### config.mk
export PLATFORM = sky130hd
export DESIGN_NAME = instr_encoder
export DESIGN_NICKNAME = d
export VERILOG_FILES = /design/src/rtl/riscv_pkg.sv /design/src/rtl/sync_fifo.sv /design/src/rtl/instr_encoder.sv
export SDC_FILE = /design/constraint.sdc
export NUM_CORES = 1
export LEC_CHECK = 0
export BUFFER_PORTS_ARGS = -buffer_cell sky130_fd_sc_hd__buf_2
export CAP_MARGIN = 25
export CORE_MARGIN = 1.5
export CORE_UTILIZATION = 63
export CTS_BUF_LIST = sky130_fd_sc_hd__clkbuf_8
export DETAILED_ROUTE_END_ITERATION = 16
export PLACE_DENSITY = 0.87
export RECOVER_POWER = 100
export SLEW_MARGIN = 0
export SYNTH_ARGS = -nofsm -noshare
export SYNTH_HDL_FRONTEND = slang
export SYNTH_SLANG_ARGS = --single-unit
### constraint.sdc
create_clock -name clk -period 4.3 [get_ports clk]
set_input_delay 0.645 -clock clk [delete_from_list [all_inputs] [get_ports clk]]
set_output_delay 0.645 -clock clk [all_outputs]
set_load 0.01 [all_outputs]
### src/rtl/riscv_pkg.sv
// Shared RV32I definitions: ALU op encoding, opcode/funct constants and the
// request-to-instruction encoder used by the program loader.
package riscv_pkg;

    typedef enum logic [3:0] {
        ALU_ADD  = 4'd0,
        ALU_SUB  = 4'd1,
        ALU_SLL  = 4'd2,
        ALU_SLT  = 4'd3,
        ALU_SLTU = 4'd4,
        ALU_XOR  = 4'd5,
        ALU_SRL  = 4'd6,
        ALU_SRA  = 4'd7,
        ALU_OR   = 4'd8,
        ALU_AND  = 4'd9
    } aluop_e;

    localparam logic [6:0] OPC_R  = 7'b0110011;
    localparam logic [6:0] OPC_I  = 7'b0010011;
    localparam logic [6:0] F7_ALT = 7'b0100000;

    localparam logic [2:0] F3_ADD_SUB = 3'b000;
    localparam logic [2:0] F3_SLL     = 3'b001;
    localparam logic [2:0] F3_SLT     = 3'b010;
    localparam logic [2:0] F3_SLTU    = 3'b011;
    localparam logic [2:0] F3_XOR     = 3'b100;
    localparam logic [2:0] F3_SR      = 3'b101;
    localparam logic [2:0] F3_OR      = 3'b110;
    localparam logic [2:0] F3_AND     = 3'b111;

    typedef struct packed {
        logic [31:0] word;
        logic        illegal;
    } enc_t;

    // There is no SUBI in RV32I, so an immediate SUB is rejected as illegal.
    function automatic enc_t encode_instr(
        input logic [3:0]  aluop,
        input logic        sel_b,
        input logic [4:0]  rd,
        input logic [4:0]  rs1,
        input logic [4:0]  rs2,
        input logic [11:0] imm
    );
        enc_t       res;
        logic [2:0] f3;
        logic [6:0] f7;
        logic       is_shift;
        res      = '0;
        f3       = F3_ADD_SUB;
        f7       = 7'b0;
        is_shift = 1'b0;
        case (aluop)
            ALU_ADD:  f3 = F3_ADD_SUB;
            ALU_SUB:  begin f3 = F3_ADD_SUB; f7 = F7_ALT; res.illegal = sel_b; end
            ALU_SLL:  begin f3 = F3_SLL; is_shift = 1'b1; end
            ALU_SLT:  f3 = F3_SLT;
            ALU_SLTU: f3 = F3_SLTU;
            ALU_XOR:  f3 = F3_XOR;
            ALU_SRL:  begin f3 = F3_SR; is_shift = 1'b1; end
            ALU_SRA:  begin f3 = F3_SR; f7 = F7_ALT; is_shift = 1'b1; end
            ALU_OR:   f3 = F3_OR;
            ALU_AND:  f3 = F3_AND;
            default:  res.illegal = 1'b1;
        endcase
        if (!sel_b) begin
            res.word = {f7, rs2, rs1, f3, rd, OPC_R};
        end else if (is_shift) begin
            res.word = {f7, imm[4:0], rs1, f3, rd, OPC_I};
        end else begin
            res.word = {imm, rs1, f3, rd, OPC_I};
        end
        return res;
    endfunction

endpackage

### src/rtl/sync_fifo.sv
// Synchronous circular-buffer FIFO; pointers carry one extra wrap bit so
// full and empty are distinguished by comparing the MSBs.
module sync_fifo #(
    parameter int WIDTH = 32,
    parameter int DEPTH = 4
) (
    input  logic             clk,
    input  logic             rst_n,
    input  logic             clr,
    input  logic             push,
    input  logic [WIDTH-1:0] din,
    input  logic             pop,
    output logic             full,
    output logic             empty,
    output logic [WIDTH-1:0] head
);
    localparam int AW = $clog2(DEPTH);

    logic [AW:0]      wr_ptr_q, wr_ptr_d;
    logic [AW:0]      rd_ptr_q, rd_ptr_d;
    logic [WIDTH-1:0] mem_q [DEPTH];
    logic             do_push, do_pop;

    assign empty   = (wr_ptr_q == rd_ptr_q);
    assign full    = (wr_ptr_q[AW] != rd_ptr_q[AW]) && (wr_ptr_q[AW-1:0] == rd_ptr_q[AW-1:0]);
    assign do_push = push && !full;
    assign do_pop  = pop && !empty;
    assign head    = mem_q[rd_ptr_q[AW-1:0]];

    always_comb begin
        wr_ptr_d = wr_ptr_q;
        rd_ptr_d = rd_ptr_q;
        if (clr) begin
            wr_ptr_d = '0;
            rd_ptr_d = '0;
        end else begin
            if (do_push) wr_ptr_d = wr_ptr_q + (AW+1)'(1);
            if (do_pop)  rd_ptr_d = rd_ptr_q + (AW+1)'(1);
        end
    end

    always_ff @(posedge clk or negedge rst_n) begin
        if (!rst_n) begin
            wr_ptr_q <= '0;
            rd_ptr_q <= '0;
        end else begin
            wr_ptr_q <= wr_ptr_d;
            rd_ptr_q <= rd_ptr_d;
        end
    end

    // Storage needs no reset; entries are only observed once written.
    always_ff @(posedge clk) begin
        if (do_push && !clr) mem_q[wr_ptr_q[AW-1:0]] <= din;
    end

endmodule

### src/rtl/instr_encoder.sv
// Encodes ALU-level requests into RV32I R/I-type words, buffers them and
// streams them into instruction memory at consecutive word addresses.
module instr_encoder #(
    parameter int                DEPTH     = 4,
    parameter int                ADDR_W    = 32,
    parameter logic [ADDR_W-1:0] BASE_ADDR = '0
) (
    input  logic              clk,
    input  logic              rst_n,
    input  logic              clr,
    input  logic              in_valid,
    output logic              in_ready,
    input  logic [3:0]        in_aluop,
    input  logic              in_sel_b,
    input  logic [4:0]        in_rd,
    input  logic [4:0]        in_rs1,
    input  logic [4:0]        in_rs2,
    input  logic [11:0]       in_imm,
    output logic              imem_wvalid,
    input  logic              imem_wready,
    output logic [ADDR_W-1:0] imem_addr,
    output logic [31:0]       imem_wdata,
    output logic              err,
    output logic [7:0]        err_cnt,
    output logic [15:0]       wr_cnt
);
    import riscv_pkg::*;

    enc_t              enc;
    logic              fifo_full, fifo_empty;
    logic [31:0]       fifo_head;
    logic              accept, push, pop, illegal_acc;
    logic [ADDR_W-1:0] addr_q, addr_d;
    logic              err_q, err_d;
    logic [7:0]        err_cnt_q, err_cnt_d;
    logic [15:0]       wr_cnt_q, wr_cnt_d;

    always_comb enc = encode_instr(in_aluop, in_sel_b, in_rd, in_rs1, in_rs2, in_imm);

    // A clear in the same cycle swallows both handshakes.
    assign in_ready    = !fifo_full;
    assign accept      = in_valid && in_ready && !clr;
    assign push        = accept && !enc.illegal;
    assign illegal_acc = accept && enc.illegal;
    assign imem_wvalid = !fifo_empty;
    assign pop         = imem_wvalid && imem_wready && !clr;
    assign imem_wdata  = fifo_empty ? 32'h0 : fifo_head;
    assign imem_addr   = addr_q;
    assign err         = err_q;
    assign err_cnt     = err_cnt_q;
    assign wr_cnt      = wr_cnt_q;

    sync_fifo #(
        .WIDTH (32),
        .DEPTH (DEPTH)
    ) u_fifo (
        .clk   (clk),
        .rst_n (rst_n),
        .clr   (clr),
        .push  (push),
        .din   (enc.word),
        .pop   (pop),
        .full  (fifo_full),
        .empty (fifo_empty),
        .head  (fifo_head)
    );

    always_comb begin
        addr_d    = addr_q;
        err_d     = err_q;
        err_cnt_d = err_cnt_q;
        wr_cnt_d  = wr_cnt_q;
        if (clr) begin
            addr_d    = BASE_ADDR;
            err_d     = 1'b0;
            err_cnt_d = 8'd0;
            wr_cnt_d  = 16'd0;
        end else begin
            if (pop) begin
                addr_d   = addr_q + ADDR_W'(4);
                wr_cnt_d = wr_cnt_q + 16'd1;
            end
            if (illegal_acc) begin
                err_d = 1'b1;
                if (err_cnt_q != 8'hFF) err_cnt_d = err_cnt_q + 8'd1;
            end
        end
    end

    always_ff @(posedge clk or negedge rst_n) begin
        if (!rst_n) begin
            addr_q    <= BASE_ADDR;
            err_q     <= 1'b0;
            err_cnt_q <= 8'd0;
            wr_cnt_q  <= 16'd0;
        end else begin
            addr_q    <= addr_d;
            err_q     <= err_d;
            err_cnt_q <= err_cnt_d;
            wr_cnt_q  <= wr_cnt_d;
        end
    end

endmodule

==> impl_results.md, run 1 <==
* Seq/Total Area, Yosys at 0.619
* Worst-path fanout max at 29
* Root buffer cell: clkbuf_8
* Overall Global Routing Usage at 0.261
* Initial drt markers at 389
* Synth warn at 0
* Worst skew pair latency at around 0.45 ns
* Remaining DRCs at 0
* Outcome: finished with violations
* H-tree Lvls at 4
* Slew of the pin with the lowest slew margin at around 2.0 ns
* CTS Buffer Depth at 2
* Global-route wire length before repair at ~25000 um
* Crit end category: flop
* GRT overflow at 0
* Core area at 11500 um2
* Post-DRT Antenna Nets at 0
* Syn_area_per_cell at around 14 um2
* Die Y at 112 um
* Hold WC Path Type: in -> reg
* Final net count at just over 700
* Clock Skews at between 0.007 and 0.008 ns
* Ant. Diodes at 0
* Io pins at 128
* Slowest stage cell, crit path: clkbuf_1
* Bufs and invs on worst path at 2
* Port-buffer cells at roughly 120
* Crit path max-delay family: simple AND/OR/NAND/NOR gates
* TritonCTS clock tree: done
* Antenna violations before repair at 0
* Postcts setup bufs at 0
* Finish-stage setup viols at 0
* Final cycle utilization of the critical path at 0.787
* WL final at roughly 15000 um
* Vias in the first global route at 4950
* F_max at 295 MHz
* Synth cell types at 58
* Hold Fails Final Rpt at 0
* Synthesized area at ~7500 um2
* Critical path launch point type: flop
* Final min period at between 3 and 4 ns
* Max-cap violations at 2
* Clock-pin transition on the worst setup and hold timing paths at 0.08 ns
* Required @ worst endpoint at approximately 4.4 ns
* Via count at roughly 5000
* Largest net degree at the start of global routing at between 60 and 70
* Worst vdd ir at about 0.00027 V
* Failing checks: max-capacitance violations, max-slew violations
* Post-synth EDFFs at around 100
* Critical path type: reg -> reg
* Share of cells above drive strength 1 at 0.147
* Slowest cell delay on critical path at a little over 0.7 ns
* Die X at about 110 um
* Placed Cells at around 800
* Synth Flop Type: edfxtp_1
* DP HPWL at around 10000 um
* Drt pass-1 iters at 7
* Ys async rst share at 0.370
* Area Growth Syn to Fin at 12.6%
* Power per cell area at roughly 400 nW/um2
* Slew Viols, Final at 39
* Rel. slew slack at -0.308
* Leakage at 3.00 nW
* Initial core utilization at 0.653
* Number of synthesized register bits at between 150 and 200
* CTS Hold Bufs at 0
* RSZ-0062 raised after global routing: false
* Die area at around 13000 um2
* Via-to-Cell Ratio at about 6.0
* Crit path DAT at 3.46 ns
* GPL Wtd Cong at approximately 0.85
* CTS resizes at 0
* Cells after Synth at 550
* TNS Setup at 0 ns
* Cts bufs inserted at 17
* Crit-path cells: buf_4, xor2_1, nor3_1, nor3b_1, and2_0, clkbuf_1
* Total power at 3.43 mW
* # rows at 39
* DR WL/cell at around 19 um
* Number of clock sinks at 165
* Non-filler cells, final at just over 800
-- flip-flops by register name (all words and copies together), names as in the netlist --
register / cells
u_fifo.mem_q: 104
imem_addr: 30
wr_cnt: 16
err_cnt: 8
u_fifo.rd_ptr_q: 3
u_fifo.wr_ptr_q: 3
err: 1
-- stage by stage --
step	hold WS, ns	instance area [um2]	utilization	setup slack, ns
after global routing	0.430	8460	0.735	0.591
after floorplan	0.349	7530	-	1.56
after detailed placement	0.550	8250	0.716	1.45
final	0.449	8460	0.735	0.914
after CTS	0.178	8650	0.751	0.952
after global placement	0.518	8240	0.716	1.56
-- layout make-up --
type,instances,area [um2]
clock buffers,17,234
repair buffers,133,561
clock inverters,14,163
multi-input cells,345,2640
well taps,143,179
inverters,11,41.3
fillers,796,3050
flip-flops and latches,165,4650
-- power by group --
part | total, mW | switching [mW] | internal (mW)
Clock | 1.12 | 0.556 | 0.568
Sequential | 1.75 | 0.0236 | 1.72
Combinational | 0.559 | 0.339 | 0.220
Total | 3.43 | 0.918 | 2.51
-- synthesized netlist by cell type (all sizes together) (9+ instances only) --
| library cell | instances | area, um2 |
|---|---|---|
| a21oi | 14 | 70.1 |
| and2 | 11 | 68.8 |
| buf | 14 | 98.8 |
| clkbuf | 19 | 72.6 |
| dfrtp | 61 | 1530 |
| edfxtp | 104 | 3120 |
| inv | 11 | 41.3 |
| mux4 | 26 | 586 |
| nand2 | 31 | 116 |
| nand3 | 18 | 95.1 |
| nor2 | 50 | 188 |
| nor2b | 29 | 181 |
| nor3 | 9 | 50.1 |
| nor4 | 21 | 131 |
| xnor2 | 34 | 298 |
| xor2 | 10 | 110 |
-- per-layer routing --
| metal | GRT usage | vias up | wire (um) |
|---|---|---|---|
| met1 | 0.331 | 2459 | 6230 |
| li1 | - | 2256 | - |
| met2 | 0.436 | 214 | 7850 |
| met5 | 0 | - | 0 |
| met4 | 0.111 | 0 | 325 |
| met3 | 0.0621 | 34 | 1070 |
-- worst paths after layout --
kind / end / cells past startpoint / slack [ns] / start
setup / recovery: u_fifo.mem_q[3][26]$_DFFE_PP_ / 6 / 0.91 / u_fifo.rd_ptr_q[1]$_DFFE_PN0P_
hold / removal: u_fifo.mem_q[2][18]$_DFFE_PP_ / 1 / 0.45 / in_rs1[3]
setup reg to reg: u_fifo.mem_q[3][26]$_DFFE_PP_ / 6 / 0.91 / u_fifo.rd_ptr_q[1]$_DFFE_PN0P_
hold reg to reg: err_cnt[2]$_DFFE_PN0P_ / 1 / 0.57 / err_cnt[2]$_DFFE_PN0P_
max in group asynchronous: imem_addr[9]$_DFFE_PN0N_ / 2 / 1.35 / rst_n
min in group asynchronous: err_cnt[1]$_DFFE_PN0P_ / 1 / 0.49 / rst_n
-- cell usage in the layout (no fill, tap or decap), types with 3 or more instances in the layout --
cell and count:
nand4_1 6, xnor2_1 34, nor3b_1 3, nor4_1 21, and4_1 4, mux2_1 5, o31ai_1 4, or4_1 4
buf_2 24, clkbuf_2 3, and3_1 5, mux2i_1 4, nand2_1 31, bufinv_16 3, ha_1 8, nor2_1 50
conb_1 5, nor2b_1 29, inv_1 13, and2_0 10, buf_4 3, o21ai_0 6, nor4b_1 3, clkbuf_1 102
or3_1 6, clkinv_2 3, nor3_1 8, xor2_1 8, mux2_2 3, o22ai_1 3, mux4_2 26, nand3_1 17
dfrtp_1 60, a21oi_1 14, edfxtp_1 104, clkbuf_8 17, nand2b_1 5
-- worst reg2reg max path: cells and delay by family (launching register included) --
kind / cells / cell delay (ns)
simple gates: 3 / 1.18
buf+inv: 2 / 1.10
xor+xnor: 1 / 0.39
flops: 1 / 0.34
-- cells by family (layout without fill, tap and decap cells) --
family | after synthesis | count (layout) | synth area share
buf+inv | 44 | 175 | 0.0283
compound gates | 37 | 37 | 0.0326
mux | 38 | 38 | 0.0952
simple gates | 212 | 212 | 0.156
other cells | 1 | 5 | 0.000499
flops | 165 | 165 | 0.619
fa+ha+maj | 9 | 9 | 0.0147
xor+xnor | 44 | 44 | 0.0543
Note: power is estimated with default switching activity, not from simulation.
==> inputs of run 2 (changes only) <==
--- a/config.mk
+++ b/config.mk
@@ -8,10 +8,10 @@
 export BUFFER_PORTS_ARGS = -buffer_cell sky130_fd_sc_hd__buf_2
 export CAP_MARGIN = 25
 export CORE_MARGIN = 1.5
-export CORE_UTILIZATION = 63
+export CORE_UTILIZATION = 53
 export CTS_BUF_LIST = sky130_fd_sc_hd__clkbuf_8
 export DETAILED_ROUTE_END_ITERATION = 16
-export PLACE_DENSITY = 0.87
+export PLACE_DENSITY = 0.78
 export RECOVER_POWER = 100
 export SLEW_MARGIN = 0
 export SYNTH_ARGS = -nofsm -noshare
==> constraint.sdc (replaced) <==
create_clock -name clk -period 2.75 [get_ports clk]
set_input_delay 0.4125 -clock clk [delete_from_list [all_inputs] [get_ports clk]]
set_output_delay 0.4125 -clock clk [all_outputs]
set_load 0.01 [all_outputs]
==> run 2 against run 1 <==
Against the previous run: the flow now finishes without violations; critical path depth decreased by 2; core utilization down 12 points; cell area is 1.1% higher; clock power increased by 47%; via count fell by 0.44%.
==> impl_results.md, run 2 (synthesis results as in run 1) <==
* DP HPWL at 10200 um (+1.9%)
* Via-to-Cell Ratio at 5.66 (-5.6%)
* Slew Viols, Final at 0 (-100%)
* Post-DRT Antenna Nets at 0 (unchanged)
* WL final at 15100 um (-2.4%)
* Global-route wire length before repair at 23800 um (-4.7%)
* Power per cell area at 615 nW/um2 (+52%)
* Leakage at 3.02 nW (+0.54%)
* Vias in the first global route at 4787 (-3.3%)
* Crit end category: primary output
* Area Growth Syn to Fin at 13.9%
* Worst vdd ir at 0.000414 V (+53%)
* TNS Setup at 0 ns (unchanged)
* F_max at 398 MHz
* RSZ-0062 raised after global routing: false
* Drt pass-1 iters at 5 (-2)
* DR WL/cell at 17.3 um (-7.4%)
* Commonest non-fill, non-tap cells in the layout: edfxtp_1, clkbuf_1, dfrtp_1
* TritonCTS clock tree: done
* Die X at 122 um (+8.8%)
* Hold Fails Final Rpt at 0 (unchanged)
* GPL Wtd Cong at 0.781 (-8.2%)
* Slew of the pin with the lowest slew margin at 1.41 ns (-0.556 ns)
* Die area at 14900 um2 (+18%)
* Clock-pin transition on the worst setup and hold timing paths at 0.09 ns (about the same)
* Critical path type: reg -> out
* Critical path launch point type: flop
* Max FFs per register at 104 (unchanged)
* H-tree Lvls at 4 (unchanged)
* Crit path DAT at 2.10 ns (-1.36 ns)
* Via count at 4941 (-0.44%)
* Postcts setup bufs at 0 (unchanged)
* Final min period at approximately 2.5 ns
* Ant. Diodes at 0 (unchanged)
* CTS Hold Bufs at 1 (+1)
* Required @ worst endpoint at 2.34 ns (-2.04 ns)
* Hold WC Path Type: in -> reg
* # rows at 43 (+10%)
* Final net count at 725 (+0.97%)
* Overall Global Routing Usage at 0.213 (-0.0481)
* Worst skew pair latency at 0.46 ns (about the same)
* Cts bufs inserted at 17 (unchanged)
* Die Y at 122 um (+8.8%)
* Outcome: finished clean
* Initial drt markers at 340 (-13%)
* Final cycle utilization of the critical path at 0.914
* Core area at 13900 um2 (+21%)
* Root buffer cell: clkbuf_8
* Clock Skews at 0.0102 ns (+0.00237 ns)
* CTS resizes at 0 (unchanged)
* Io pins at 128 (unchanged)
* Port-buffer cells at 122 (unchanged)
* GRT overflow at 0 (unchanged)
* Worst-path fanout max at 20 (-31%)
* Finish-stage setup viols at 0 (unchanged)
* Remaining DRCs at 0 (unchanged)
* Rel. slew slack at 0.0631 (+0.371)
* Max-cap violations at 0 (-2)
* Antenna violations before repair at 0 (unchanged)
* Total power at 5.26 mW (+53%)
* Number of clock sinks at 165 (unchanged)
* Share of cells above drive strength 1 at 0.160 (+0.0127)
* Initial core utilization at 0.541 (-0.111)
* Commonest non-fill, non-tap cell in the layout: edfxtp_1
* Largest net degree at the start of global routing at 58 (-4.9%)
* CTS Buffer Depth at 2 (unchanged)
[run 2: cell types whose count changed in the layout (fill, tap and decap cells not counted), moves of 2 or more]
cell / delta
buf_4: +5
bufinv_16: -2
clkbuf_1: -2
clkbuf_4: +3
clkinv_2: -3
clkinv_4: +5
clkinvlp_4: +2
inv_1: -2
[run 2: per-stage QoR]
step	instance area, um2	instances	hold slack (ns)	setup WS, ns	util
5_1_grt	8560	873	0.186	0.0497	0.616
3_3_place_gp	8350	840	0.439	0.444	0.602
2_1_floorplan	7530	554	0.117	0.246	-
3_5_place_dp	8350	840	0.460	0.427	0.602
6_report	8560	873	0.204	0.237	0.616
4_1_cts	8750	873	0.135	0.155	0.630
[run 2: path summary, 6_finish.rpt]
path / from / endpoint / slack, ns / cells after the start
max in group asynchronous: rst_n / imem_addr[6]$_DFFE_PN0N_ / 0.74 / 3
max: u_fifo.rd_ptr_q[0]$_DFFE_PN0P_ / imem_wdata[23] / 0.24 / 4
min reg2reg: err$_DFFE_PN0P_ / err$_DFFE_PN0P_ / 0.54 / 2
min in group asynchronous: rst_n / wr_cnt[14]$_DFFE_PN0N_ / 0.80 / 2
min: in_rs1[3] / u_fifo.mem_q[3][18]$_DFFE_PP_ / 0.20 / 1
max reg2reg: u_fifo.wr_ptr_q[0]$_DFFE_PN0P_ / u_fifo.mem_q[1][7]$_DFFE_PP_ / 0.25 / 5
[run 2: area by class of cell]
class                   instances  area [um2]
well taps                     180         225
clock buffers                  17         234
multi-input cells             345        2630
inverters                      11        41.3
clock inverters                15         150
flip-flops and latches        165        4650
fillers                      1108        5320
repair buffers                140         623
[run 2: worst max-delay path, cell delays in order (launching register included)]
cell and delay (ns):
dfrtp_2 0.40, buf_4 0.38, mux4_2 0.56, nor2b_1 0.16
clkbuf_1 0.14
[run 2: where the power goes]
part | switching (mW) | total [mW] | internal, mW
clock network | 0.913 | 1.65 | 0.733
registers | 0.0367 | 2.73 | 2.69
logic | 0.531 | 0.882 | 0.350
total | 1.48 | 5.26 | 3.78
[run 2: metal layers]
metal | wire length, um | up-vias | share of wire | track usage
met5 | 0 | - | 0 | 0
met4 | 252 | 0 | 0.017 | 0.0865
met3 | 895 | 22 | 0.059 | 0.0449
met2 | 7440 | 175 | 0.49 | 0.344
met1 | 6500 | 2466 | 0.43 | 0.283
li1 | - | 2278 | - | -
==> inputs of run 3 (changes only) <==
--- a/config.mk
+++ b/config.mk
@@ -5,6 +5,7 @@
 export SDC_FILE = /design/constraint.sdc
 export NUM_CORES = 1
 export LEC_CHECK = 0
+export ABC_CLOCK_PERIOD_IN_PS = 2750
 export BUFFER_PORTS_ARGS = -buffer_cell sky130_fd_sc_hd__buf_2
 export CAP_MARGIN = 25
 export CORE_MARGIN = 1.5
@@ -12,7 +13,7 @@
 export CTS_BUF_LIST = sky130_fd_sc_hd__clkbuf_8
 export DETAILED_ROUTE_END_ITERATION = 16
 export PLACE_DENSITY = 0.78
-export RECOVER_POWER = 100
+export RECOVER_POWER = 25
 export SLEW_MARGIN = 0
 export SYNTH_ARGS = -nofsm -noshare
 export SYNTH_HDL_FRONTEND = slang
==> run 3 against run 2 <==
Against the previous run: maximum frequency down 0.20%; critical path type unchanged; cell area up 2.0%; largest power group unchanged; largest cell class unchanged; worst hold slack worse by 0.00080 ns; register-to-register slack better by 0.31 ns.
==> impl_results.md, run 3 (synthesis results as in run 1) <==
* Overall Global Routing Usage at 0.213 (unchanged)
* Total power at 5.31 mW (+0.97%)
* Antenna violations before repair at 0 (unchanged)
* Leakage at 3.40 nW (+13%)
* Via count at 4946 (+0.10%)
* Largest net degree at the start of global routing at 58 (unchanged)
* Remaining DRCs at 0 (unchanged)
* Ant. Diodes at 0 (unchanged)
* CTS Buffer Depth at 2 (unchanged)
* Final cycle utilization of the critical path at 0.916 (+0.00187)
* Core area at 13900 um2 (unchanged)
* Final min period at 2.52 ns (+0.00514 ns)
* Hold Fails Final Rpt at 0 (unchanged)
* F_max at 397 MHz (-0.20%)
* Slowest cell delay on critical path at 0.56 ns (about the same)
* Crit path max-delay family: multiplexers
* H-tree Lvls at 4 (unchanged)
* Max-cap violations at 0 (unchanged)
* Hold WC Path Type: in -> reg
* DR WL/cell at 17.3 um (about the same)
* Root buffer cell: clkbuf_8
* Crit end category: primary output
* Critical path launch point type: flop
* Area Growth Syn to Fin at 16.2%
* Crit path DAT at 2.11 ns (about the same)
* Power per cell area at 608 nW/um2 (-1.1%)
* TritonCTS clock tree: done
* Critical path type: reg -> out
* # rows at 43 (unchanged)
* Share of cells above drive strength 1 at 0.297 (+0.137)
* Max FFs per register at 104 (unchanged)
* CTS Hold Bufs at 1 (unchanged)
* Initial drt markers at 318 (-6.5%)
* GPL Wtd Cong at 0.781 (unchanged)
* Via-to-Cell Ratio at 5.67 (+0.10%)
* Die Y at 122 um (unchanged)
* Slew Viols, Final at 0 (unchanged)
* Slew of the pin with the lowest slew margin at 1.42 ns (+0.0123 ns)
* Drt pass-1 iters at 4 (-1)
* Io pins at 128 (unchanged)
* Vias in the first global route at 4787 (unchanged)
* Outcome: finished clean
* GRT overflow at 0 (unchanged)
* Global-route wire length before repair at 23800 um (unchanged)
* Bufs and invs on worst path at 2 (unchanged)
* Clock-pin transition on the worst setup and hold timing paths at 0.09 ns (about the same)
* Worst-path fanout max at 20 (unchanged)
* Clock Skews at 0.0115 ns (+0.00128 ns)
* Commonest non-fill, non-tap cells in the layout: buf_2, edfxtp_1, dfrtp_1
* Die area at 14900 um2 (unchanged)
* Commonest non-fill, non-tap cell in the layout: buf_2
* CTS resizes at 0 (unchanged)
* Slowest stage cell, crit path: mux4_2
* Rel. slew slack at 0.0549 (-0.00823)
* Port-buffer cells at 122 (unchanged)
* Worst skew pair latency at 0.46 ns (about the same)
* DP HPWL at 10200 um (unchanged)
* WL final at 15100 um (about the same)
* Required @ worst endpoint at 2.34 ns (about the same)
* Post-DRT Antenna Nets at 0 (unchanged)
* R2R Setup Slk at 0.56 ns (+0.31 ns)
* Final net count at 725 (unchanged)
* Postcts setup bufs at 0 (unchanged)
* Crit-path cells: buf_4, mux4_2, nor2b_1, buf_2
* Worst vdd ir at 0.000414 V (about the same)
* Initial core utilization at 0.541 (unchanged)
* Fill cells at 1049 (-5.3%)
* Number of clock sinks at 165 (unchanged)
* Finish-stage setup viols at 0 (unchanged)
* Die X at 122 um (unchanged)
* TNS Setup at 0 ns (unchanged)
* Cts bufs inserted at 17 (unchanged)
* RSZ-0062 raised after global routing: false
run 3: cell count changes in the layout (fill, tap and decap cells not counted), moves of 2 or more:
cell      change
and2_0        -9
and2_1        +9
buf_2        +84
buf_4         +7
clkbuf_1     -87
clkbuf_2      -2
clkbuf_4      -3
nor3_1        -2
nor3_2        +2
run 3: through the flow:
stage               cells  worst slack (ns)  utilization  hold WS, ns  area, um2
global placement      840             0.444        0.602        0.439       8350
global route          873            0.0821        0.629        0.186       8730
detailed placement    840             0.427        0.602        0.460       8350
CTS                   873             0.155        0.630        0.135       8750
floorplan             554             0.246            -        0.117       7530
finish                873             0.232        0.629        0.203       8730
run 3: cell type report:
type	count	area, um2	area share
timing repair buffer	140	757	0.0867
inverter	11	41.3	0.00473
sequential	165	4650	0.533
clock buffer	17	234	0.0268
multi-input combinational	345	2670	0.306
clock inverter	15	150	0.0172
tap	180	225	0.0258
run 3: path summary, 6_finish.rpt:
path,cells after the start,end,startpoint
setup / recovery,4,imem_wdata[23],u_fifo.rd_ptr_q[0]$_DFFE_PN0P_
hold / removal,1,u_fifo.mem_q[3][18]$_DFFE_PP_,in_rs1[3]
setup reg to reg,5,u_fifo.mem_q[3][24]$_DFFE_PP_,u_fifo.wr_ptr_q[0]$_DFFE_PN0P_
hold reg to reg,2,err$_DFFE_PN0P_,err$_DFFE_PN0P_
max in group asynchronous,3,imem_addr[6]$_DFFE_PN0N_,rst_n
min in group asynchronous,2,wr_cnt[14]$_DFFE_PN0N_,rst_n
run 3: per-layer routing:
metal / part of all wire / wire (um) / track usage
met1: 0.43 / 6480 / 0.283
met4: 0.018 / 269 / 0.0865
met3: 0.061 / 919 / 0.0449
met2: 0.49 / 7410 / 0.344
met5: 0 / 0 / 0
run 3: power by group:
part	total, mW	internal (mW)	switching [mW]
clock	1.65	0.733	0.919
sequential	2.73	2.69	0.0367
combinational	0.927	0.395	0.532
total	5.31	3.82	1.49
